`src/rtl/shift_right_sequencer.sv`:
```
// Load/shift/done sequencer driving an N-bit shift-right register.
// Optional SHIFT_PAUSE_EN adds a pause input that stalls the SHIFT phase.
//
// state | meaning
// IDLE  | waiting for start; captures word and clamped shift count
// LOAD  | one-cycle load_en pulse to the register
// SHIFT | shift_en asserted; counter tracks shifts still owed
// DONE  | one-cycle done pulse, then back to IDLE
module shift_right_sequencer #(
    parameter  int N     = 14,
    localparam int CNT_W = $clog2(N + 1)
) (
    input  logic             clk,
    input  logic             reset,
    input  logic             start,
    input  logic             abort,
`ifdef SHIFT_PAUSE_EN
    input  logic             pause,
`endif
    input  logic [N-1:0]     data_in,
    input  logic [CNT_W-1:0] shift_amt,
    output logic [N-1:0]     load_data,
    output logic             load_en,
    output logic             shift_en,
    output logic             busy,
    output logic             done
);

    typedef enum logic [1:0] {IDLE, LOAD, SHIFT, DONE} state_t;

    localparam logic [CNT_W-1:0] N_CNT   = CNT_W'(N);
    localparam logic [CNT_W-1:0] CNT_ONE = CNT_W'(1);

    state_t           state_q, state_d;
    logic [CNT_W-1:0] cnt_q, cnt_d;
    logic [N-1:0]     load_data_q, load_data_d;
    logic             load_en_q, load_en_d;
    logic             shift_en_q, shift_en_d;
    logic             busy_q, busy_d;
    logic             done_q, done_d;
    logic             pause_w;

`ifdef SHIFT_PAUSE_EN
    assign pause_w = pause;
`else
    assign pause_w = 1'b0;
`endif

    always_comb begin
        state_d     = state_q;
        cnt_d       = cnt_q;
        load_data_d = load_data_q;
        case (state_q)
            IDLE: begin
                if (start && !abort) begin
                    state_d     = LOAD;
                    load_data_d = data_in;
                    cnt_d       = (shift_amt > N_CNT) ? N_CNT : shift_amt;
                end
            end
            LOAD: begin
                if (abort) begin
                    state_d = IDLE;
                    cnt_d   = '0;
                end else if (cnt_q == '0) begin
                    state_d = DONE;
                end else begin
                    state_d = SHIFT;
                end
            end
            SHIFT: begin
                if (abort) begin
                    state_d = IDLE;
                    cnt_d   = '0;
                end else if (shift_en_q) begin
                    // Count only cycles that really shifted, so a pause never loses a shift.
                    cnt_d = cnt_q - CNT_ONE;
                    if (cnt_q == CNT_ONE) begin
                        state_d = DONE;
                    end
                end
            end
            DONE: begin
                state_d = IDLE;
                cnt_d   = '0;
            end
            default: begin
                state_d = IDLE;
                cnt_d   = '0;
            end
        endcase

        load_en_d  = (state_d == LOAD);
        shift_en_d = (state_d == SHIFT) && !(pause_w && (state_q == SHIFT));
        busy_d     = (state_d != IDLE);
        done_d     = (state_d == DONE);
    end

    always_ff @(posedge clk or negedge reset) begin
        if (!reset) begin
            state_q     <= IDLE;
            cnt_q       <= '0;
            load_data_q <= '0;
            load_en_q   <= 1'b0;
            shift_en_q  <= 1'b0;
            busy_q      <= 1'b0;
            done_q      <= 1'b0;
        end else begin
            state_q     <= state_d;
            cnt_q       <= cnt_d;
            load_data_q <= load_data_d;
            load_en_q   <= load_en_d;
            shift_en_q  <= shift_en_d;
            busy_q      <= busy_d;
            done_q      <= done_d;
        end
    end

    assign load_data = load_data_q;
    assign load_en   = load_en_q;
    assign shift_en  = shift_en_q;
    assign busy      = busy_q;
    assign done      = done_q;

endmodule

```
`config.mk`:
```
export PLATFORM = sky130hd
export DESIGN_NAME = shift_right_sequencer
export DESIGN_NICKNAME = d
export VERILOG_FILES = /design/src/rtl/shift_right_sequencer.sv
export SDC_FILE = /design/constraint.sdc
export NUM_CORES = 1
export LEC_CHECK = 0
export ABC_AREA = 1
export CAP_MARGIN = 25
export CORE_MARGIN = 2
export CORE_UTILIZATION = 41
export DETAILED_ROUTE_END_ITERATION = 6
export GPL_TIMING_DRIVEN = 0
export PLACE_DENSITY_LB_ADDON = 0.15
export SLEW_MARGIN = 15
export SYNTH_ARGS = -nofsm -noshare
export SYNTH_HDL_FRONTEND = slang
export SYNTH_SLANG_ARGS = --single-unit
```
`constraint.sdc`:
```
create_clock -name clk -period 1.2 [get_ports clk]
set_input_delay 0.3 -clock clk [delete_from_list [all_inputs] [get_ports clk]]
set_output_delay 0.3 -clock clk [all_outputs]
set_load 0.01 [all_outputs]
```
* Word-level counts from Yosys, hierarchy flattened *
Cells that the tools add are included.
W data, S select, Z words.

storage, ports and cells
  register bits after elaboration = 24
  word-level logic and storage cells = 39

operators by class
  $add $sub $neg = 1
  magnitude comparators = 1
  eq/ne operators = 10
  mux-type cells = 13
  reductions and logical operators = 7

operator list
  kind                   number
  $mux W4                5
  $pmux W4 S4            1
  $mux W2                5
  $eq A2 B2 Y1 const B   4
  $pmux W2 S4            1
  $eq A2 B1 Y1 const B   2
  $eq A4 B1 Y1 const B   1
  $gt A4 B4 Y1 const B   1
  $logic_not A4 Y1       1
  $ne A2 B2 Y1 const B   2
  $sub A4 B1 Y4 const B  1
  $ne A3 B3 Y1 const B   1
  $reduce_and A3 Y1      1
  $logic_not A2 Y1       1
  $reduce_and A2 Y1      1
  $reduce_bool A2 Y1     1
  $logic_and A1 B1 Y1    1
  $logic_not A1 Y1       1
  $mux W1                1

* Longest topological paths before layout *
  word-level depth = 6
  gate-level depth with buffers = 8

* Worst setup path before layout *
Ideal clock, no wire load.

  kind = reg-to-reg
  start point = register state_q[0]
  end point = register load_data_q[0], in the netlist load_data[0]
  data arrival time = 993 ps
  path slack = 91 ps
  cell stages (with the launch flop) = 6
  buffers on the path = 1
  period minus slack after synthesis = 1,109 ps
  cells stage by stage = dfrtp_1 nor2_4 nand2_4 buf_4 nand2_1 nand2_1

between the ends
  longest elaborated chain between the ends = 2

ends and longest elaborated chain
  element                      RTL line  text
  start, declared              34        state_t state_q, state_d;
  start signal, assigned       109       state_q <= state_d;
  $logic_not A2 Y1             53        case (state_q)
  $reduce_and A2 Y1 (no line)  -
  end signal, assigned         111       load_data_q <= load_data_d;
  end, declared                36        logic [N-1:0] load_data_q, load_data_d;

No other way between the ends.
A chain may end at the register's enable or synchronous reset.

* Worst setup path after layout *
  start point = register load_data_q[7], in the netlist load_data[7]
  end point = output port load_data[7]

RTL lines
  element        RTL line  text
  end, declared  22        output logic [N-1:0] load_data,

No word-level cell between the ends.

==> qor.csv <==
metric,value,unit
first-pass GRT wire length,4430,um
Netlist Area Pre-Place,1100,um^2
H-tree Lvls,1,
outcome,completed,
R2R depth,6,
die footprint,3100,um^2
count of input and output buffers,39,
# hold bufs at CTS,0,
crit path cell chain,buf_2,
reg2reg end,cnt_q[2]$_DFFE_PN0P_,
diode count,0,
CP Class,reg2out,
Max clock buf depth,2,
Slew Limit Fails,0,
Crit path largest cell delay,420,ps
r2r startpoint,state_q[1]$_DFF_PN0_,
layout cells sized above 1,32.6,%
Area after DPL,1550,um^2
P_leak,0.893,nW
routed vias/inst,4.78,
WP depth,1,
"Seq/Total Area, Yosys",54.8,%
Pre-antenna DRT Iters,4,
worst path required time,900,ps
DR iter-0 viols,14,
crit path max-delay cell type,dfrtp_1,
max frequency,849,MHz
Synth Register Bits,24,
PwrDens,1420,nW/um^2
# nets final,212,
Worst slew margin,69.1,%
Worst Tran Pin Value,462,ps
Max Cap Violations,0,
Final ANT Viol Nets,0,
Final Hold Violating Endpoints,0,
Starting Density,43.8,%
period utilization,98.2,%
Unique masters post-synth,20,
DRC,0,
CTS Sinks,24,
CTS tree,built,
vias in the first global route,1019,
hpwl dp,1820,um
Worst Clk Skew,1.75,ps
Chip Height,55.7,um
WHS,290,ps
width of the die,55.7,um
FILL cells,218,
Post-Syn Instances,127,
initial antenna violation count,0,
CTS Root Cell,clkbuf_4,
Critical Path Start,load_data[7]$_DFFE_PN0P_,
Post-Route WL,2650,um
CP endpoint kind,output pin,
Area Overhead vs Synth,49.5,%
Mapped Nets,151,
mean post-synth cell area,8.63,um^2
CP max FO,2,
RSZ-0062 raised after global routing,true,
grt total ovfl,0,
total CTS buffers,3,
Worst Path Buf+Inv,1,
r2r setup slk,30,ps
WL/cell,12.2,um
final instance area,1640,um^2
core box area,2500,um^2
GP Congestion,0.812,
Boundary Pins,40,
Worst Path Arrival,880,ps
All-Layer GR Usage,17.6,%
"CP delay by family, top",flip-flops,
latest clock arrival within the worst-skew pair,310,ps
minimum clock period after layout,1180,ps
final setup violation count,0,
FP Rows,18,
Vias,1038,
startpoint types,register,
Hold Path Class,in2async,
pin count of the biggest net entering global routing,18,
Synth Warn #,0,
peak supply drop,950,uV
Clock Pin Slew Worst Setup and Hold Paths,130,ps
## cell families after synthesis
kind of cell,count (synthesis),synth area share [%]
AO/OA/AOI/OAI,7,3.88
adder cells (fa/ha/maj),2,2.28
AND/OR/NAND/NOR,80,31.5
buffers and inverters,13,6.74
flip-flops,24,54.8
XOR/XNOR,1,0.799
## through the flow
stage	setup TNS, ps	instances	utilization [%]	total power [mW]	setup WS [ps]
floorplan	0	127	-	1.47	90.6
global placement	-17720	196	61.0	1.85	-442
detailed placement	-7520	197	62.1	1.89	-407
CTS	0	208	62.1	2.27	2.44
global route	-264	217	65.6	2.49	-52.3
finish	0	217	65.6	2.33	21.6
## cell usage after synthesis
library cell	number	area share (%)
a21oi_2	1	0.80
buf_12	1	1.8
buf_4	1	0.69
dfrtp_1	24	55
ha_1	2	2.3
inv_1	7	2.4
inv_2	3	1.0
inv_6	1	0.80
nand2_1	63	22
nand2_4	1	1.0
nand3_1	6	2.7
nand4_1	2	1.1
nor2_1	3	1.0
nor2_2	1	0.57
nor2_4	2	2.1
nor3_1	1	0.46
nor3_2	1	0.91
o21ai_0	5	2.3
o21ai_2	1	0.80
xnor2_1	1	0.80
## repair_timing
| item | 4_1_cts | 5_1_grt |
|---|---|---|
| cloned | 0 | 1 |
| endpoints found under the setup margin | 32 | 23 |
| resized for setup | 76 | 11 |
| buffers inserted | 7 | 8 |
| pin swaps | 2 | 7 |
## where the power goes
part,switching [mW],internal (mW)
combinational,0.407,0.412
clock,0.240,0.185
sequential,0.114,0.969
## placed cells by master (no fill, tap or decap), types with 2 or more instances in the layout
cell	count
clkbuf_4	3
nor2_2	2
inv_2	6
nand4_1	2
nor2_4	2
dfrtp_1	23
nand3_1	6
buf_2	19
buf_4	13
nand2_1	60
nor2_1	2
nand2_2	3
inv_1	4
o21ai_0	3
o21ai_1	2
clkdlybuf4s50_1	20
buf_6	3
## final cells by class
type / instances / area, um^2 / share of cell area, %
clock buffers: 4 / 36.3 / 2.21
inverters: 11 / 46.3 / 2.82
flip-flops and latches: 24 / 602 / 36.7
plain buffers: 2 / 31.3 / 1.91
well taps: 30 / 37.5 / 2.29
repair buffers: 56 / 452 / 27.6
multi-input cells: 90 / 434 / 26.5
## flip-flops by register name, summed over array words and instances, names as in the netlist
name       cells
load_en        1
shift_en       1
state_q        2
load_data     14
done           1
cnt_q          4
busy           1
## layer usage
layer | vias up | share of wire, % | track usage [%]
met1 | 497 | 44 | 21.2
li1 | 515 | - | -
met4 | 0 | 0.57 | 6.97
met2 | 24 | 50 | 30.4
met5 | - | 0 | 0
met3 | 2 | 5.4 | 3.72
## worst max path at each step
| stage | end | slack, ps |
|---|---|---|
| 5_1_grt | cnt_q[3]$_DFFE_PN0P_ | -50 |
| 6_report | load_data[7] | 20 |
| 3_3_place_gp | load_data[3]$_DFFE_PN0P_ | -440 |
| 2_1_floorplan | load_data[0]$_DFFE_PN0P_ | 90 |
| 3_5_place_dp | cnt_q[3]$_DFFE_PN0P_ | -410 |
| 4_1_cts | cnt_q[1]$_DFFE_PN0P_ | 2 |
Power figures use the tool's default switching activity.
